`config.mk`:
```
export PLATFORM = sky130hd
export DESIGN_NAME = wb_timer_flat
export DESIGN_NICKNAME = d
export VERILOG_FILES = /design/src/rtl/timer_pkg.sv /design/src/rtl/wb_timer_if.sv /design/src/rtl/wb_timer_prescaler.sv /design/src/rtl/wb_timer.sv /design/src/flat_wrapper.sv
export SDC_FILE = /design/constraint.sdc
export NUM_CORES = 1
export LEC_CHECK = 0
export ABC_AREA = 1
export CAP_MARGIN = 5
export CORE_ASPECT_RATIO = 1.5
export CORE_MARGIN = 2
export CORE_UTILIZATION = 25
export DETAILED_ROUTE_END_ITERATION = 7
export PLACE_DENSITY_LB_ADDON = 0.12
export SETUP_SLACK_MARGIN = 0.02
export SKIP_CTS_REPAIR_TIMING = 1
export SLEW_MARGIN = 20
export SYNTH_ARGS = -nofsm -noshare
export SYNTH_HDL_FRONTEND = slang
export SYNTH_SLANG_ARGS = --single-unit
```
`constraint.sdc`:
```
create_clock -name clock -period 1.66 [get_ports clock]
set_input_delay 0.415 -clock clock [delete_from_list [all_inputs] [get_ports clock]]
set_output_delay 0.415 -clock clock [all_outputs]
set_load 0.005 [all_outputs]
```
`src/rtl/timer_pkg.sv`:
```
// Shared definitions for the Wishbone timer: register map, CTRL bit layout,
// register-select decode type and the byte-lane write merge helper.
package timer_pkg;

  localparam int unsigned ADDR_W = 16;
  localparam int unsigned DATA_W = 32;
  localparam int unsigned SEL_W  = 4;
  localparam int unsigned CNT_W  = 64;
  localparam int unsigned CTRL_W = 3;

  localparam int unsigned CTRL_EN          = 0;
  localparam int unsigned CTRL_IRQ_EN      = 1;
  localparam int unsigned CTRL_AUTO_RELOAD = 2;

  localparam logic [ADDR_W-1:0] OFF_CTRL     = 16'h0000;
  localparam logic [ADDR_W-1:0] OFF_PRESCALE = 16'h0004;
  localparam logic [ADDR_W-1:0] OFF_COUNT_LO = 16'h0008;
  localparam logic [ADDR_W-1:0] OFF_COUNT_HI = 16'h000C;
  localparam logic [ADDR_W-1:0] OFF_CMP_LO   = 16'h0010;
  localparam logic [ADDR_W-1:0] OFF_CMP_HI   = 16'h0014;
  localparam logic [ADDR_W-1:0] OFF_STATUS   = 16'h0018;
  localparam logic [ADDR_W-1:0] OFF_RSVD     = 16'h001C;

  typedef enum logic [2:0] {
    REG_CTRL     = 3'd0,
    REG_PRESCALE = 3'd1,
    REG_COUNT_LO = 3'd2,
    REG_COUNT_HI = 3'd3,
    REG_CMP_LO   = 3'd4,
    REG_CMP_HI   = 3'd5,
    REG_STATUS   = 3'd6,
    REG_RSVD     = 3'd7
  } reg_sel_e;

  // Replace only the byte lanes enabled in sel.
  function automatic logic [DATA_W-1:0] lane_merge(input logic [DATA_W-1:0] cur,
                                                   input logic [DATA_W-1:0] wd,
                                                   input logic [SEL_W-1:0]  sel);
    logic [DATA_W-1:0] res;
    res = cur;
    for (int b = 0; b < int'(SEL_W); b++) begin
      if (sel[b]) res[8*b +: 8] = wd[8*b +: 8];
    end
    return res;
  endfunction

endpackage

```
`src/rtl/wb_timer_if.sv`:
```
// Wishbone slave-side bundle between the interconnect and the timer.
interface wb_timer_if;
  import timer_pkg::*;

  logic [ADDR_W-1:0] io_wbs_m2s_addr;
  logic [DATA_W-1:0] io_wbs_m2s_data;
  logic              io_wbs_m2s_we;
  logic [SEL_W-1:0]  io_wbs_m2s_sel;
  logic              io_wbs_m2s_stb;
  logic              io_ba_match;
  logic              io_wbs_ack_o;
  logic [DATA_W-1:0] io_wbs_data_o;

  modport master (
    output io_wbs_m2s_addr, io_wbs_m2s_data, io_wbs_m2s_we, io_wbs_m2s_sel,
           io_wbs_m2s_stb, io_ba_match,
    input  io_wbs_ack_o, io_wbs_data_o
  );

  modport slave (
    input  io_wbs_m2s_addr, io_wbs_m2s_data, io_wbs_m2s_we, io_wbs_m2s_sel,
           io_wbs_m2s_stb, io_ba_match,
    output io_wbs_ack_o, io_wbs_data_o
  );

endinterface

```
`src/rtl/wb_timer_prescaler.sv`:
```
// Prescale counter: emits a one-cycle tick every (prescale+1) enabled cycles.
module wb_timer_prescaler #(
  parameter int unsigned PRESCALE_W = 16
) (
  input  logic                  clock,
  input  logic                  reset,
  input  logic                  en,
  input  logic                  clr,
  input  logic [PRESCALE_W-1:0] prescale,
  output logic                  tick_c
);

  logic [PRESCALE_W-1:0] pre_cnt;

  assign tick_c = en & (pre_cnt == prescale);

  // A prescale rewrite restarts the period from zero.
  always_ff @(posedge clock or negedge reset) begin
    if (!reset) begin
      pre_cnt <= '0;
    end else if (clr) begin
      pre_cnt <= '0;
    end else if (en) begin
      pre_cnt <= tick_c ? '0 : pre_cnt + PRESCALE_W'(1);
    end
  end

endmodule

```
`src/rtl/wb_timer.sv`:
```
// Wishbone timer: 64-bit prescaled up-counter, compare match with sticky
// pending flag, optional auto-reload and a coherent two-word count read.
module wb_timer
  import timer_pkg::*;
#(
  parameter int unsigned       PRESCALE_W = 16,
  parameter logic [CNT_W-1:0]  CMP_RST    = 64'hFFFF_FFFF_FFFF_FFFF
) (
  input  logic       clock,
  input  logic       reset,
  wb_timer_if.slave  wbs,
  output logic       io_timer_irq
);

  logic                  req, wr, rd, tick, match, pend_clr;
  reg_sel_e              reg_sel;
  logic [DATA_W-1:0]     reg_cur, rdata, wdata;
  logic                  ack;
  logic [DATA_W-1:0]     data_q;
  logic [DATA_W-1:0]     hi_shadow;
  logic [CTRL_W-1:0]     ctrl;
  logic [PRESCALE_W-1:0] prescale;
  logic [CNT_W-1:0]      count, cmp;
  logic                  pending;
  logic                  unused_addr;

  assign reg_sel     = reg_sel_e'(wbs.io_wbs_m2s_addr[4:2]);
  assign unused_addr = ^{wbs.io_wbs_m2s_addr[ADDR_W-1:5], wbs.io_wbs_m2s_addr[1:0]};

  // Ack itself blocks the next request so each access costs two cycles.
  assign req      = wbs.io_wbs_m2s_stb & wbs.io_ba_match & ~ack;
  assign wr       = req & wbs.io_wbs_m2s_we & (|wbs.io_wbs_m2s_sel);
  assign rd       = req & ~wbs.io_wbs_m2s_we;
  assign pend_clr = wr & (reg_sel == REG_STATUS) & wbs.io_wbs_m2s_sel[0]
                  & wbs.io_wbs_m2s_data[0];
  assign match    = tick & (count == cmp);

  // Live register contents; COUNT_HI reads come from the shadow instead.
  always_comb begin
    reg_cur = '0;
    case (reg_sel)
      REG_CTRL:     reg_cur = DATA_W'(ctrl);
      REG_PRESCALE: reg_cur = DATA_W'(prescale);
      REG_COUNT_LO: reg_cur = count[DATA_W-1:0];
      REG_COUNT_HI: reg_cur = count[CNT_W-1:DATA_W];
      REG_CMP_LO:   reg_cur = cmp[DATA_W-1:0];
      REG_CMP_HI:   reg_cur = cmp[CNT_W-1:DATA_W];
      REG_STATUS:   reg_cur = DATA_W'(pending);
      default:      reg_cur = '0;
    endcase
  end

  assign rdata = (reg_sel == REG_COUNT_HI) ? hi_shadow : reg_cur;
  assign wdata = lane_merge(reg_cur, wbs.io_wbs_m2s_data, wbs.io_wbs_m2s_sel);

  always_ff @(posedge clock or negedge reset) begin
    if (!reset) begin
      ack       <= 1'b0;
      data_q    <= '0;
      hi_shadow <= '0;
    end else begin
      ack    <= req;
      data_q <= rd ? rdata : '0;
      if (rd && reg_sel == REG_COUNT_LO) hi_shadow <= count[CNT_W-1:DATA_W];
    end
  end

  always_ff @(posedge clock or negedge reset) begin
    if (!reset) begin
      ctrl     <= '0;
      prescale <= '0;
      cmp      <= CMP_RST;
    end else if (wr) begin
      case (reg_sel)
        REG_CTRL:     ctrl     <= wdata[CTRL_W-1:0];
        REG_PRESCALE: prescale <= wdata[PRESCALE_W-1:0];
        REG_CMP_LO:   cmp      <= {cmp[CNT_W-1:DATA_W], wdata};
        REG_CMP_HI:   cmp      <= {wdata, cmp[DATA_W-1:0]};
        default:      ;
      endcase
    end
  end

  // Software count writes take precedence over the tick increment.
  always_ff @(posedge clock or negedge reset) begin
    if (!reset) begin
      count <= '0;
    end else if (wr && reg_sel == REG_COUNT_LO) begin
      count <= {count[CNT_W-1:DATA_W], wdata};
    end else if (wr && reg_sel == REG_COUNT_HI) begin
      count <= {wdata, count[DATA_W-1:0]};
    end else if (tick) begin
      count <= (match && ctrl[CTRL_AUTO_RELOAD]) ? '0 : count + CNT_W'(1);
    end
  end

  // A match on the same edge as a W1C keeps the flag set.
  always_ff @(posedge clock or negedge reset) begin
    if (!reset) begin
      pending <= 1'b0;
    end else if (match) begin
      pending <= 1'b1;
    end else if (pend_clr) begin
      pending <= 1'b0;
    end
  end

  wb_timer_prescaler #(.PRESCALE_W(PRESCALE_W)) u_prescaler (
    .clock    (clock),
    .reset    (reset),
    .en       (ctrl[CTRL_EN]),
    .clr      (wr && reg_sel == REG_PRESCALE),
    .prescale (prescale),
    .tick_c   (tick)
  );

  assign io_timer_irq      = pending & ctrl[CTRL_IRQ_EN];
  assign wbs.io_wbs_ack_o  = ack;
  assign wbs.io_wbs_data_o = data_q;

endmodule

```
`src/flat_wrapper.sv`:
```
// flat-port wrapper written by rule: the top's interface ports become plain ports
module wb_timer_flat import timer_pkg::*;
#(
  parameter int unsigned       PRESCALE_W = 16,
  parameter logic [CNT_W-1:0]  CMP_RST    = 64'hFFFF_FFFF_FFFF_FFFF
)
  (clock, reset, io_timer_irq, wbs_io_wbs_m2s_addr, wbs_io_wbs_m2s_data, wbs_io_wbs_m2s_we, wbs_io_wbs_m2s_sel, wbs_io_wbs_m2s_stb, wbs_io_ba_match, wbs_io_wbs_ack_o, wbs_io_wbs_data_o);
  wb_timer_if wbs_i ();
  input  logic clock;
  input  logic reset;
  output logic io_timer_irq;
  input wire logic [$bits(wbs_i.io_wbs_m2s_addr)-1:0] wbs_io_wbs_m2s_addr;
  input wire logic [$bits(wbs_i.io_wbs_m2s_data)-1:0] wbs_io_wbs_m2s_data;
  input wire logic [$bits(wbs_i.io_wbs_m2s_we)-1:0] wbs_io_wbs_m2s_we;
  input wire logic [$bits(wbs_i.io_wbs_m2s_sel)-1:0] wbs_io_wbs_m2s_sel;
  input wire logic [$bits(wbs_i.io_wbs_m2s_stb)-1:0] wbs_io_wbs_m2s_stb;
  input wire logic [$bits(wbs_i.io_ba_match)-1:0] wbs_io_ba_match;
  output wire logic [$bits(wbs_i.io_wbs_ack_o)-1:0] wbs_io_wbs_ack_o;
  output wire logic [$bits(wbs_i.io_wbs_data_o)-1:0] wbs_io_wbs_data_o;
  assign wbs_i.io_wbs_m2s_addr = wbs_io_wbs_m2s_addr;
  assign wbs_i.io_wbs_m2s_data = wbs_io_wbs_m2s_data;
  assign wbs_i.io_wbs_m2s_we = wbs_io_wbs_m2s_we;
  assign wbs_i.io_wbs_m2s_sel = wbs_io_wbs_m2s_sel;
  assign wbs_i.io_wbs_m2s_stb = wbs_io_wbs_m2s_stb;
  assign wbs_i.io_ba_match = wbs_io_ba_match;
  assign wbs_io_wbs_ack_o = wbs_i.io_wbs_ack_o;
  assign wbs_io_wbs_data_o = wbs_i.io_wbs_data_o;
  wb_timer #(.PRESCALE_W(PRESCALE_W), .CMP_RST(CMP_RST)) u_core (.clock(clock), .reset(reset), .wbs(wbs_i), .io_timer_irq(io_timer_irq));
endmodule
```
==> results.md <==
* Run status: complete, but fails checks
* Failing checks: negative setup slack
* HPWL after DPL at 58.09 mm
* Max-cap check violation count at 0
* Critical Path End Type: flip-flop
* GP Congestion at 0.9659
* Maximum VDD drop at 0.8213 mV
* 1st-iter DRT viols at 947
* Leakage at 11.45 nW
* Mapped Avg Cell Area at 7.173 µm²
* Antenna violations before repair at 0
* Cell Area, Placed at 20170 µm²
* Net count after synthesis at 2092
* 1st-pass router iterations at 5
* Via count at 16060
* Final hold vios at 0
* WL per Instance at 22.35 µm
* Kind of critical path: reg -> reg
* Clk Latency, worst-skew pair at 0.61 ns
* Total track usage at 23.56%
* Ant diodes at 0
* CTS tree: done
* Required time of the critical path at 2.16 ns
* Clk slew on worst S/H paths at 0.07 ns
* Clock buffer depth at 3
* Final setup viols at 173
* Power, Total at 24.12 mW
* Cells after synthesis at 2033
* Reg2reg start: u_core.cmp[58]$_DFFE_PN1P_
* Placed insts at 3293
* Root Buffer: clkbuf_16
* Critical path fanouts, max at 8
* Pin count of the biggest net entering global routing at 45
* EDFF count, synth at 0
* Core Region at 57840 µm²
* ANT nets after route at 0
* Worst Skew at 0.02301 ns
* Mapped cell area at 14580 µm²
* Initial Utilization at 25.21%
* Min setup slack post-route at -0.6050 ns
* FF-to-FF End: u_core.count[31]$_DFFE_PN0P_
* Hold crit path type: in -> async
* Worst-Margin Slew at 0.4434 ns
* Clock buffer count from CTS at 29
* Die X-Extent at 201.2 µm
* Util after Layout at 40.41%
* Grt total ovfl at 0
* Sequential cell area fraction in the yosys report at 39.85%
* Share of layout cells above drive strength 1 at 39.49%
* Final period utilization at 136.4%
* Post-synth ARST share at 100.0%
* Area delta synth->final at 60.27%
* Post-Layout Cell Count at 3406
* Finished Cell Area at 23370 µm²
* Arrival time worst endpoint at 2.77 ns
* Pwr dens at 1032 nW/µm²
* R2R Setup Slk at -0.61 ns
* Warnings, synthesis at 0
* Fmax at 0.4415 GHz
* Reg2Reg Depth at 14
* H-tree depth at 1
* DIE AREA at 60320 µm²
* FP Rows at 108
* Final min period at 2.265 ns
* Clock Sinks at 229
* Vias in the first global route at 15970
* Routed WL at 76.14 mm
* Worst rel slew slack at 70.37%
* Die height at 299.8 µm
* Nets@finish at 2672
* CP startpoint kind: flip-flop
* First-pass GRT wire length at 104.7 mm
* Hold WS at 0.2922 ns
* Top-Level Pins at 91
* Top FF cell, synth: dfrtp_1
* DRC at 0
* Max-slew violations at 0
* Unrepaired setup endpoints after global routing: yes
* Avg Vias per Cell at 4.716
* Post-synth cell types at 46
* Flop and latch count out of synthesis at 229
* Buffers on Ports at 77
-- registers in the layout (all words and copies together) (netlist names) --
register and cells:
u_core.pending 1, u_core.wbs.io_wbs_ack_o 1, u_core.prescale 16, u_core.cmp 64, u_core.ctrl 3, u_core.count 64
u_core.hi_shadow 32, u_core.wbs.io_wbs_data_o 32, u_core.u_prescaler.pre_cnt 16
-- synth_stat cells, types with 3 or more instances --
cell type | instances | share of area [%]
clkbuf_1 | 14 | 0.36
clkbuf_2 | 7 | 0.24
xnor2_1 | 46 | 2.8
nand2_2 | 12 | 0.51
dfstp_2 | 64 | 12
o21ai_1 | 17 | 0.58
nand3_1 | 78 | 2.7
nand2_4 | 4 | 0.31
dfrtp_1 | 165 | 28
o21ai_0 | 114 | 3.9
nand2_1 | 616 | 16
nand4_1 | 42 | 1.8
nor3_2 | 4 | 0.27
buf_1 | 3 | 0.077
o22ai_1 | 12 | 0.51
nand3b_1 | 33 | 1.7
a21oi_1 | 171 | 5.9
xor2_1 | 61 | 3.7
o211ai_1 | 3 | 0.15
nor2_4 | 8 | 0.62
a22oi_1 | 14 | 0.72
nor2_1 | 187 | 4.8
buf_2 | 65 | 2.2
nor2_2 | 12 | 0.51
nand3_2 | 7 | 0.48
inv_2 | 19 | 0.49
o2111ai_1 | 5 | 0.30
buf_4 | 16 | 0.82
or2_1 | 3 | 0.13
buf_6 | 5 | 0.39
nor3_1 | 30 | 1.0
inv_1 | 173 | 4.5
-- worst max-delay path by stage --
| stage | startpoint | endpoint | slack [ns] | cells after the start |
|---|---|---|---|---|
| floorplan | wbs_io_wbs_m2s_sel[2] | u_core.count[61]$_DFFE_PN0P_ | -0.09 | 11 |
| global placement | wbs_io_wbs_m2s_addr[3] | u_core.count[47]$_DFFE_PN0P_ | -1.13 | 14 |
| detailed placement | wbs_io_wbs_m2s_addr[3] | u_core.count[32]$_DFFE_PN0P_ | -1.14 | 15 |
| CTS | u_core.cmp[48]$_DFFE_PN1P_ | u_core.count[32]$_DFFE_PN0P_ | -0.75 | 13 |
| global route | u_core.cmp[49]$_DFFE_PN1P_ | u_core.count[31]$_DFFE_PN0P_ | -0.67 | 14 |
| finish | u_core.cmp[58]$_DFFE_PN1P_ | u_core.count[31]$_DFFE_PN0P_ | -0.61 | 14 |
-- critical path, cell delays in order (launching register included) --
cell and delay, ns:
dfstp_2 0.58, xnor2_1 0.18, nand2_1 0.10, nor2_2 0.12, nand2_2 0.12, nor2_4 0.15, nand2_2 0.07, nor2_4 0.14
nand3_4 0.12, clkbuf_16 0.20, clkbuf_16 0.18, nand3_2 0.06, nand2_1 0.05, nand2_1 0.05, nand2_1 0.04
-- placed cells by master (no fill, tap or decap), drive strengths merged --
master	n
o22ai	12
xor2	61
clkdlybuf4s50	46
nand2	632
a211oi	1
nor2	207
dfrtp	165
nor3	36
o21ai	132
nand3b	33
dlygate4sd3	1
nor4	3
clkinv	7
mux2i	2
o2111ai	5
a22oi	14
o211ai	3
mux2	2
nor3b	2
nand4	42
inv	191
dfstp	64
clkbuf	60
ha	2
xnor2	46
bufinv	5
a21oi	171
a21boi	2
nand3	87
buf	567
dlymetal6s2s	29
o211a	1
or2	5
-- kinds of logic after synthesis --
kind of cell / count (synthesis) / share of synthesized area, %
xor+xnor: 107 / 6.426
compound gates: 341 / 12.39
mux: 4 / 0.4633
fa+ha+maj: 2 / 0.1716
simple gates: 1047 / 31.60
flops: 229 / 39.85
buf+inv: 303 / 9.103
-- routing by layer --
metal  vias up  routed length (µm)  GRT usage (%)
met2       419               39950          44.74
li1       7714                   -              -
met5         -                   0              0
met1      7756               27990          25.29
met3       172                2853          2.525
met4         0                5352          13.25
-- stage by stage --
stage / setup WS [ns] / TNS (ns)
floorplan: -0.09465 / -3.164
global route: -0.6745 / -65.29
global placement: -1.130 / -192.45
finish: -0.6050 / -50.09
detailed placement: -1.142 / -199.79
CTS: -0.7454 / -84.21
-- report_power, final --
part | switching (mW) | leakage [nW] | internal, mW
clock | 2.77 | 0.513 | 4.31
combinational | 4.97 | 8.16 | 4.33
sequential | 0.946 | 2.78 | 6.79
total | 8.69 | 11.4 | 15.4
-- final cells by class --
class / count / area, µm²
Tap cell: 770 / 963.4
Clock buffer: 44 / 852.1
Timing Repair Buffer: 659 / 6115
Fill cell: 6157 / 34460
Multi-Input combinational cell: 1501 / 8651
Sequential cell: 229 / 5819
Clock inverter: 10 / 190.2
Inverter: 193 / 782.0
Note: power is estimated with default switching activity, not from simulation.
